File: src/rtl/hsv_threshold_bank_if.sv
// Interface for hsv_threshold_bank: the button and selection inputs, the per-object
// centre samples, the packed per-object threshold vector, and the update strobe.
interface hsv_threshold_bank_if #(
  parameter int NUM_OBJ = 3,
  parameter int OBJ_W   = 2
);
  logic [OBJ_W-1:0]      obj_sel;
  logic [1:0]            field_sel;
  logic                  enable;
  logic                  btn_enter;
  logic                  btn_min_dec;
  logic                  btn_min_inc;
  logic                  btn_max_dec;
  logic                  btn_max_inc;
  logic [NUM_OBJ*24-1:0] center_hsv;
  logic [NUM_OBJ*64-1:0] thresh;
  logic                  update;

  modport master (
    output obj_sel, field_sel, enable,
    output btn_enter, btn_min_dec, btn_min_inc, btn_max_dec, btn_max_inc,
    output center_hsv,
    input  thresh, update
  );

  modport slave (
    input  obj_sel, field_sel, enable,
    input  btn_enter, btn_min_dec, btn_min_inc, btn_max_dec, btn_max_inc,
    input  center_hsv,
    output thresh, update
  );
endinterface

File: src/rtl/hsv_threshold_bank.sv
// N-object HSV threshold register bank with button calibrate/adjust for object tracking.
// Define HSV_THRESH_AUTOREPEAT_EN to add hold-to-repeat on the four adjust buttons.
module hsv_threshold_bank #(
  parameter int NUM_OBJ     = 3,
  parameter int OBJ_W       = 2,
  parameter int INIT_THRESH = 25,
  parameter int STEP        = 3,
  parameter int HOLD_CYC    = 24,
  parameter int REPEAT_CYC  = 8
) (
  input logic                 clk,
  input logic                 reset,
  hsv_threshold_bank_if.slave bus
);

  typedef enum logic [2:0] {
    ACT_NONE,
    ACT_CAL,
    ACT_MIN_DEC,
    ACT_MIN_INC,
    ACT_MAX_DEC,
    ACT_MAX_INC
  } act_t;

  localparam logic [8:0] THR = 9'(INIT_THRESH);
  localparam logic [8:0] STP = 9'(STEP);

  // Button vectors, bit order is also priority order: enter, min_dec, min_inc, max_dec, max_inc
  logic [4:0]  btn_q;
  logic [4:0]  btn_prev;
  logic [4:0]  edge_ev;
  logic [4:0]  rep_ev;
  logic [4:0]  ev;

  logic [7:0]  mn [NUM_OBJ][4];
  logic [7:0]  mx [NUM_OBJ][4];
  logic [7:0]  cur_mn [4];
  logic [7:0]  cur_mx [4];
  logic [7:0]  nxt_mn [4];
  logic [7:0]  nxt_mx [4];
  logic [23:0] cur_c;

  logic        sel_ok;
  act_t        act;
  logic        upd_q;

  logic [8:0]  h9;
  logic [8:0]  h_lo;
  logic [8:0]  h_hi;
  logic [15:0] s_band;
  logic [15:0] v_band;
  logic [8:0]  mn9;
  logic [8:0]  mx9;

  always_ff @(posedge clk) begin
    if (reset) begin
      btn_q    <= '0;
      btn_prev <= '0;
    end else begin
      btn_q    <= {bus.btn_max_inc, bus.btn_max_dec, bus.btn_min_inc,
                   bus.btn_min_dec, bus.btn_enter};
      btn_prev <= btn_q;
    end
  end

  assign edge_ev = btn_q & ~btn_prev;
  assign ev      = edge_ev | rep_ev;
  assign sel_ok  = bus.enable && (int'(bus.obj_sel) < NUM_OBJ);

  always_comb begin
    act = ACT_NONE;
    if (sel_ok) begin
      if      (ev[0]) act = ACT_CAL;
      else if (ev[1]) act = ACT_MIN_DEC;
      else if (ev[2]) act = ACT_MIN_INC;
      else if (ev[3]) act = ACT_MAX_DEC;
      else if (ev[4]) act = ACT_MAX_INC;
    end
  end

  always_comb begin
    for (int unsigned f = 0; f < 4; f++) begin
      cur_mn[f] = '0;
      cur_mx[f] = '0;
    end
    cur_c = '0;
    for (int unsigned k = 0; k < NUM_OBJ; k++) begin
      if (bus.obj_sel == OBJ_W'(k)) begin
        for (int unsigned f = 0; f < 4; f++) begin
          cur_mn[f] = mn[k][f];
          cur_mx[f] = mx[k][f];
        end
        cur_c = bus.center_hsv[24*k +: 24];
      end
    end
  end

  // Saturating {lo, hi} band of +/-THR around a centre value
  function automatic logic [15:0] band(input logic [7:0] c);
    logic [8:0] c9;
    logic [8:0] hi9;
    logic [7:0] lo;
    logic [7:0] hi;
    c9  = {1'b0, c};
    hi9 = c9 + THR;
    lo  = (c9 < THR) ? 8'd0 : 8'(c9 - THR);
    hi  = (hi9 > 9'd255) ? 8'd255 : hi9[7:0];
    return {lo, hi};
  endfunction

  always_comb begin
    h9     = {1'b0, cur_c[23:16]};
    h_lo   = h9 - THR;
    h_hi   = h9 + THR;
    s_band = band(cur_c[15:8]);
    v_band = band(cur_c[7:0]);
    mn9    = {1'b0, cur_mn[bus.field_sel]};
    mx9    = {1'b0, cur_mx[bus.field_sel]};

    for (int unsigned f = 0; f < 4; f++) begin
      nxt_mn[f] = cur_mn[f];
      nxt_mx[f] = cur_mx[f];
    end

    unique case (act)
      ACT_CAL: begin
        // The low 8 bits of a wrapped 9-bit sum give the hue on the far side of 0/255
        if (h9 < THR) begin
          nxt_mn[0] = 8'd0;
          nxt_mx[0] = h_hi[7:0];
          nxt_mn[1] = h_lo[7:0];
          nxt_mx[1] = 8'd255;
        end else if (h_hi > 9'd255) begin
          nxt_mn[0] = h_lo[7:0];
          nxt_mx[0] = 8'd255;
          nxt_mn[1] = 8'd0;
          nxt_mx[1] = h_hi[7:0];
        end else begin
          nxt_mn[0] = h_lo[7:0];
          nxt_mx[0] = h_hi[7:0];
          nxt_mn[1] = h_lo[7:0];
          nxt_mx[1] = h_hi[7:0];
        end
        nxt_mn[2] = s_band[15:8];
        nxt_mx[2] = s_band[7:0];
        nxt_mn[3] = v_band[15:8];
        nxt_mx[3] = v_band[7:0];
      end
      ACT_MIN_DEC:
        nxt_mn[bus.field_sel] = (mn9 < STP) ? 8'd0 : 8'(mn9 - STP);
      ACT_MIN_INC:
        nxt_mn[bus.field_sel] = (mn9 + STP > mx9) ? mx9[7:0] : 8'(mn9 + STP);
      ACT_MAX_DEC:
        nxt_mx[bus.field_sel] = (mx9 < mn9 + STP) ? mn9[7:0] : 8'(mx9 - STP);
      ACT_MAX_INC:
        nxt_mx[bus.field_sel] = (mx9 + STP > 9'd255) ? 8'd255 : 8'(mx9 + STP);
      default: ;
    endcase
  end

  always_ff @(posedge clk) begin
    if (reset) begin
      for (int unsigned k = 0; k < NUM_OBJ; k++) begin
        for (int unsigned f = 0; f < 4; f++) begin
          mn[k][f] <= '0;
          mx[k][f] <= '1;
        end
      end
      upd_q <= 1'b0;
    end else begin
      upd_q <= (act != ACT_NONE);
      if (act != ACT_NONE) begin
        for (int unsigned k = 0; k < NUM_OBJ; k++) begin
          if (bus.obj_sel == OBJ_W'(k)) begin
            for (int unsigned f = 0; f < 4; f++) begin
              mn[k][f] <= nxt_mn[f];
              mx[k][f] <= nxt_mx[f];
            end
          end
        end
      end
    end
  end

  always_comb begin
    bus.thresh = '0;
    for (int unsigned k = 0; k < NUM_OBJ; k++) begin
      for (int unsigned f = 0; f < 4; f++) begin
        bus.thresh[64*k + 56 - 16*f +: 8] = mn[k][f];
        bus.thresh[64*k + 48 - 16*f +: 8] = mx[k][f];
      end
    end
  end

  assign bus.update = upd_q;

`ifdef HSV_THRESH_AUTOREPEAT_EN
  localparam int CNT_MAX = (HOLD_CYC > REPEAT_CYC) ? HOLD_CYC : REPEAT_CYC;
  localparam int CNT_W   = $clog2(CNT_MAX + 1);

  typedef enum logic [1:0] {
    RPT_IDLE,
    RPT_HOLD,
    RPT_REPEAT
  } rpt_t;

  rpt_t             rpt_state;
  rpt_t             rpt_next;
  logic [CNT_W-1:0] cnt;
  logic [CNT_W-1:0] cnt_next;
  logic             fire;
  logic             held;

  assign held = |btn_q[4:1];

  always_ff @(posedge clk) begin
    if (reset) begin
      rpt_state <= RPT_IDLE;
      cnt       <= '0;
    end else begin
      rpt_state <= rpt_next;
      cnt       <= cnt_next;
    end
  end

  always_comb begin
    rpt_next = rpt_state;
    cnt_next = cnt;
    fire     = 1'b0;
    unique case (rpt_state)
      RPT_IDLE: begin
        if (|edge_ev[4:1]) begin
          rpt_next = RPT_HOLD;
          cnt_next = '0;
        end
      end
      RPT_HOLD: begin
        if (!held) begin
          rpt_next = RPT_IDLE;
          cnt_next = '0;
        end else if (cnt == CNT_W'(HOLD_CYC - 1)) begin
          rpt_next = RPT_REPEAT;
          fire     = 1'b1;
          cnt_next = '0;
        end else begin
          cnt_next = cnt + 1'b1;
        end
      end
      RPT_REPEAT: begin
        if (!held) begin
          rpt_next = RPT_IDLE;
          cnt_next = '0;
        end else if (cnt == CNT_W'(REPEAT_CYC - 1)) begin
          fire     = 1'b1;
          cnt_next = '0;
        end else begin
          cnt_next = cnt + 1'b1;
        end
      end
      default: rpt_next = RPT_IDLE;
    endcase
  end

  // A repeat acts on whichever adjust button of highest priority is still held
  always_comb begin
    rep_ev = '0;
    if (fire) begin
      if      (btn_q[1]) rep_ev[1] = 1'b1;
      else if (btn_q[2]) rep_ev[2] = 1'b1;
      else if (btn_q[3]) rep_ev[3] = 1'b1;
      else if (btn_q[4]) rep_ev[4] = 1'b1;
    end
  end
`else
  assign rep_ev = '0;
`endif

endmodule

File: src/flat_wrapper.sv
// flat-port wrapper written by rule: the top's interface ports become plain ports
module hsv_threshold_bank_flat 
#(
  parameter int NUM_OBJ     = 3,
  parameter int OBJ_W       = 2,
  parameter int INIT_THRESH = 25,
  parameter int STEP        = 3,
  parameter int HOLD_CYC    = 24,
  parameter int REPEAT_CYC  = 8
)
  (clk, reset, bus_obj_sel, bus_field_sel, bus_enable, bus_btn_enter, bus_btn_min_dec, bus_btn_min_inc, bus_btn_max_dec, bus_btn_max_inc, bus_center_hsv, bus_thresh, bus_update);
  hsv_threshold_bank_if #(.NUM_OBJ(NUM_OBJ), .OBJ_W(OBJ_W)) bus_i ();
  input logic clk;
  input logic reset;
  input wire logic [$bits(bus_i.obj_sel)-1:0] bus_obj_sel;
  input wire logic [$bits(bus_i.field_sel)-1:0] bus_field_sel;
  input wire logic [$bits(bus_i.enable)-1:0] bus_enable;
  input wire logic [$bits(bus_i.btn_enter)-1:0] bus_btn_enter;
  input wire logic [$bits(bus_i.btn_min_dec)-1:0] bus_btn_min_dec;
  input wire logic [$bits(bus_i.btn_min_inc)-1:0] bus_btn_min_inc;
  input wire logic [$bits(bus_i.btn_max_dec)-1:0] bus_btn_max_dec;
  input wire logic [$bits(bus_i.btn_max_inc)-1:0] bus_btn_max_inc;
  input wire logic [$bits(bus_i.center_hsv)-1:0] bus_center_hsv;
  output wire logic [$bits(bus_i.thresh)-1:0] bus_thresh;
  output wire logic [$bits(bus_i.update)-1:0] bus_update;
  assign bus_i.obj_sel = bus_obj_sel;
  assign bus_i.field_sel = bus_field_sel;
  assign bus_i.enable = bus_enable;
  assign bus_i.btn_enter = bus_btn_enter;
  assign bus_i.btn_min_dec = bus_btn_min_dec;
  assign bus_i.btn_min_inc = bus_btn_min_inc;
  assign bus_i.btn_max_dec = bus_btn_max_dec;
  assign bus_i.btn_max_inc = bus_btn_max_inc;
  assign bus_i.center_hsv = bus_center_hsv;
  assign bus_thresh = bus_i.thresh;
  assign bus_update = bus_i.update;
  hsv_threshold_bank #(.NUM_OBJ(NUM_OBJ), .OBJ_W(OBJ_W), .INIT_THRESH(INIT_THRESH), .STEP(STEP), .HOLD_CYC(HOLD_CYC), .REPEAT_CYC(REPEAT_CYC)) u_core (.clk(clk), .reset(reset), .bus(bus_i));
endmodule
File: config.mk
export PLATFORM = sky130hd
export DESIGN_NAME = hsv_threshold_bank_flat
export DESIGN_NICKNAME = d
export VERILOG_FILES = /design/src/rtl/hsv_threshold_bank_if.sv /design/src/rtl/hsv_threshold_bank.sv /design/src/flat_wrapper.sv
export SDC_FILE = /design/constraint.sdc
export NUM_CORES = 1
export LEC_CHECK = 0
export CORE_MARGIN = 3
export CORE_UTILIZATION = 52
export DETAILED_ROUTE_END_ITERATION = 8
export PLACE_DENSITY_LB_ADDON = 0.25
export SETUP_SLACK_MARGIN = 0.3
export SLEW_MARGIN = 10
export SYNTH_ARGS = -nofsm -noshare
export SYNTH_HDL_FRONTEND = slang
export SYNTH_SLANG_ARGS = --single-unit
File: constraint.sdc
create_clock -name clk -period 24.3 [get_ports clk]
set_clock_uncertainty 0.1 [all_clocks]
set_input_delay 6.075 -clock clk [delete_from_list [all_inputs] [get_ports clk]]
set_output_delay 6.075 -clock clk [all_outputs]
set_load 0.1 [all_outputs]
; Word-level counts from Yosys, hierarchy flattened
; Memories as Yosys holds them, arrays and structs flattened.
; Index checks and enable logic that the tools add are counted.
[totals]
elab_cells = 145
output_inout_bits = 193
ff_bits = 11
mem_bits_rw = 192
input_bits = 84
romBits = 0
latch_bits = 0
mem_count = 2
[memory_table]
columns = name, depth, word_bits, read_ports, rd_ports_with_merged_regs, write_ports, line_no
row1 = u_core.mn, 3, 32, 3, 0, 3, hsv_threshold_bank.sv:35  ; logic [7:0] mn [NUM_OBJ][4];
row2 = u_core.mx, 3, 32, 3, 0, 3, hsv_threshold_bank.sv:36  ; logic [7:0] mx [NUM_OBJ][4];
[op_classes]
add_sub_neg = 10
n_reduce_logical = 4
shift = 0
n_bitwise = 27
n_lt_le_gt_ge = 13
n_eq_ne = 7
n_mul = 0
muxes = 79
div_mod_pow = 0
[ops]
columns = operator, count
row1 = $mux W8, 38
row2 = $mux W32, 6
row3 = $pmux W32 S3, 2
row4 = $bwmux W32, 4
row5 = $mux W24, 3
row6 = $mux W16, 3
row7 = $gt A9 B8 Y1 const B, 4
row8 = $bmux W8 S2, 2
row9 = $add A8 B5 Y9 const B, 3
row10 = $lt A8 B5 Y1 const B, 3
row11 = $or A1 B1 Y1, 24
row12 = $sub A8 B5 Y8 const B, 3
row13 = $add A8 B2 Y9 const B, 2
row14 = $mux W3, 6
row15 = $demux W8 S2, 1
row16 = $sub A8 B2 Y8 const B, 2
row17 = $mux W1, 14
row18 = $gt A9 B8 Y1, 1
row19 = $lt A8 B9 Y1, 1
row20 = $lt A8 B2 Y1 const B, 1
row21 = $eq A3 B2 Y1 const B, 2
row22 = $eq A3 B3 Y1 const B, 2
row23 = $and A5 B5 Y5, 1
row24 = $not A5 Y5, 1
row25 = 10 further kinds, 11

; Longest topological paths before layout
[depth]
word_depth = 13
depth_mapped = 25
ltp_nobuf = 18

; Least setup slack after synthesis
; Ideal clock, no wire load.
[synth_path]
kind = in2reg
start = in bus_obj_sel[0]
end = mem u_core.mn[0][0] (netlist bit), enable pin
slack_ns = 11.147
required_ns = 23.619
cell_stages = 11
setup_time_ns = 0.581
n_path_buf = 7
t_arrival_ns = 12.472
path_cell_list = buf_4 -> buf_8 -> buf_12 -> buf_6 -> buf_6 -> buf_6 -> a21bo_1 -> clkbuf_1 -> nor2_1 -> a21oi_1 -> o31ai_1
[synth_rtl]
columns = item, line_no
row1 = "start, declared", flat_wrapper.sv:15  ; input wire logic [$bits(bus_i.obj_sel)-1:0] bus_obj_sel;
row2 = "end, declared", hsv_threshold_bank.sv:35

==> impl_metrics.env <==
export IMPL_die_area_mm2=0.0289
export IMPL_tightest_slew_ns=1.28
export IMPL_num_fill_cells=2086
export IMPL_r2r_slack_ns=18.27
export IMPL_initial_utilization=0.533
export IMPL_clock_latency_ns=0.52
export IMPL_fp_coreArea_mm2=0.0262
export IMPL_dp_cells=1982
export IMPL_required_ns=24.45
export IMPL_dp_hpwl_um=38900
export IMPL_yosys_area_top_type_share=0.413
export IMPL_r2r_cells=16
export IMPL_syn_num_nets=1545
export IMPL_r2r_end="u_core.mn[0][74]"
export IMPL_fmax_mhz=81.3
export IMPL_setup_viol=0
export IMPL_grt_start_max_net_pins=61
export IMPL_synth_top_flop_cell="edfxtp_1"
export IMPL_status="complete, no violations"
export IMPL_start_kind="input port"
export IMPL_syn_instance_count=1442
export IMPL_worstPathMaxFanout=21
export IMPL_numClockSinks=203
export IMPL_ys_ff_latch=203
export IMPL_htreeDepth=1
export IMPL_route_vias_total=13400
export IMPL_min_path_type="reg2reg"
export IMPL_criticalPathCategory="in2reg"
export IMPL_powerDensity_mw_per_mm2=60.6
export IMPL_hold_path_startpoint="u_core.btn_q[3]"
export IMPL_routed_wl_um=53500
export IMPL_grt_setup_unrepaired="false"
export IMPL_cts_root_buf="clkbuf_16"
export IMPL_numPortBuffers=276
export IMPL_synth_area_leaders="edfxtp_1 41%, mux2i_1 7.1%, nor2_1 4.6%, a21oi_1 4.2%, nand2_1 3.7%"
export IMPL_grt_pass1_wl_um=78800
export IMPL_antenna_found_initial=0
export IMPL_areaGrowthSynthToFinish_pct=25.4
export IMPL_wl_per_cell_um=26.5
export IMPL_tritoncts="built"
export IMPL_yosysWarnings=0
export IMPL_grtUsageTotal=0.355
export IMPL_die_x_um=170
export IMPL_yosysSeqAreaShare=0.429
export IMPL_synthArstFlopShare=0
export IMPL_layoutNonFillerInstCount=2019
export IMPL_cap_violations=0
export IMPL_clk_pin_slew_ns=0.06
export IMPL_report_final_slew_viol_count=0
export IMPL_worst_r2r_startpoint="u_core.mn[0][40]"
export IMPL_synth_common_cells="192 x edfxtp_1, 171 x nor2_1, 138 x nand2_1"
export IMPL_cts_hold_buf=0
export IMPL_overflow=0
export IMPL_dr_pass1_iters=6
export IMPL_gp_congestion=1.02
export IMPL_cts_buffer_depth=3
export IMPL_worstHoldEndpoint="u_core.btn_prev[3]"
export IMPL_cp_startpoint="bus_field_sel[1]"
export IMPL_finalCriticalPeriod_ns=12.30
export IMPL_cts_buffers=22
export IMPL_synth_most_common_cell="edfxtp_1"
export IMPL_synth_top_cell_by_area="edfxtp_1"
export IMPL_synth_cell_type_count=90
export IMPL_dpl_cell_area_mm2=0.0169
export IMPL_final_layout_size_suffix_gt1_frac=0.0695
export IMPL_viasPerCell=6.65
export IMPL_avgSynthCellArea_um2=9.68
export IMPL_arrival_ns=12.45
export IMPL_synth_edff_count=192
export IMPL_postCtsSetupRepairBufs=0
export IMPL_syn_cell_area_mm2=0.0140
export IMPL_rows=59
export IMPL_p_leak_nw=6.01
export IMPL_grt_pass1_vias=12800
export IMPL_fp_dieH_um=170
export IMPL_io_pin_count=277
export IMPL_tns_ns=0
export IMPL_diodes=0
export IMPL_drc=0
export IMPL_holdWs_ns=0.389
export IMPL_slew_headroom=0.135
export IMPL_final_area_mm2=0.0175
export IMPL_layout_nets=1774
export IMPL_finalHoldViolations=0
export IMPL_whs_path_depth=1
export IMPL_cts_resized_gates=0
export IMPL_ir_worst_vdd_mv=0.0606
export IMPL_cp_end_kind="flip-flop"
export IMPL_min_period_over_period=0.506
export IMPL_detailedRoute_firstIterationViolations=1652
export IMPL_detail_route_antenna_nets=0
-- how the worst max path moves through the flow --
stage | slack (ns) | endpoint | depth (start not counted)
3_5_place_dp | 11.75 | u_core.mn[0][74] | 19
4_1_cts | 12.25 | u_core.mn[0][74] | 19
5_1_grt | 11.78 | u_core.mn[0][74] | 19
3_3_place_gp | 11.83 | u_core.mn[0][61] | 18
2_1_floorplan | 11.15 | u_core.mn[0][0] | 11
6_report | 12.00 | u_core.mn[0][74] | 19
-- report_power, final --
part / switching [W] / total (W) / internal (W) / leakage, nW
clock: 0.000134 / 0.000306 / 0.000172 / 0.312
combinational: 0.000253 / 0.000352 / 0.0000987 / 3.92
sequential: 0.00000813 / 0.000405 / 0.000397 / 1.78
total: 0.000395 / 0.00106 / 0.000667 / 6.01
-- routing by layer --
layer,GRT usage,up-vias,part of all wire
li1,-,5925,-
met1,0.502,6447,0.40
met2,0.550,935,0.45
met3,0.0859,117,0.12
met4,0.0932,0,0.028
met5,0,-,0
-- cell usage in the layout, fill, tap and decap left out, types with 6 or more instances in the layout --
cell,synthesis,routed
clkdlybuf4s50_1,0,274
edfxtp_1,192,192
nor2_1,171,169
nand2_1,138,138
a21oi_1,117,117
mux2i_1,99,99
o21ai_0,68,66
o2bb2ai_1,51,51
inv_1,47,47
o22ai_1,36,36
nor3_1,35,34
xnor2_1,30,30
o221ai_1,28,28
buf_4,9,28
clkbuf_16,0,23
nor2b_1,20,19
nand3_1,20,19
ha_1,19,19
nand2b_1,18,18
xor2_1,17,17
o211ai_1,15,15
a31oi_1,15,15
mux4_2,11,11
dfxtp_1,11,11
a2bb2oi_1,10,10
o21a_1,9,9
o31ai_1,10,9
nand4_1,8,8
nand3b_1,8,8
and3_1,7,7
o211a_1,7,7
clkbuf_1,61,7
nor4_1,6,6
a211oi_1,6,6
a21o_1,6,6
or3_1,6,6
o21ai_1,6,6
-- final cells by class --
cell class / instances / area (um2) / area share
clock buffers: 30 / 602 / 0.0344
clock inverters: 7 / 31.3 / 0.00179
flip-flops and latches: 203 / 5990 / 0.342
repair buffers: 303 / 2960 / 0.169
multi-input cells: 1091 / 7330 / 0.418
well taps: 335 / 419 / 0.0239
inverters: 50 / 188 / 0.0107
-- cells by family (layout without fill, tap and decap cells) --
family,Yosys count,after routing,share of synthesized area
AO/OA/AOI/OAI,454,454,0.233
buffers and inverters,148,390,0.0517
adder cells (fa/ha/maj),19,19,0.0170
multiplexers,112,112,0.0903
XOR/XNOR,47,47,0.0295
AND/OR/NAND/NOR,459,459,0.150
flip-flops,203,203,0.429
-- metrics by stage --
step	worst slack, ns	total power (W)	utilization
6_report	12.00	0.00106	0.668
5_1_grt	11.78	0.00109	0.668
4_1_cts	12.25	0.00106	0.668
3_5_place_dp	11.75	0.000755	0.644
3_3_place_gp	11.83	0.000754	0.644
2_1_floorplan	11.15	0.000656	-
-- state kept, by name, summed over array words and instances (netlist names) --
signal	cells
u_core.mx	96
u_core.btn_prev	5
u_core.mn	96
u_core.btn_q	5
u_core.bus.update	1
-- critical path, stage by stage --
cell and delay, ns:
clkdlybuf4s50_1 0.46, buf_4 0.36, nor2b_1 0.80, buf_4 0.39, o221ai_1 0.17, nand4_1 0.27, ha_1 0.37, nor2_1 0.07
and3_1 0.16, nor4_1 0.43, xnor2_1 0.16, ha_1 0.31, nand4_1 0.19, o211a_1 0.34, o32ai_4 0.57, mux2i_1 0.56
a21oi_1 0.14, o41ai_1 0.51, nor2_1 0.10
Power figures use the tool's default switching activity.
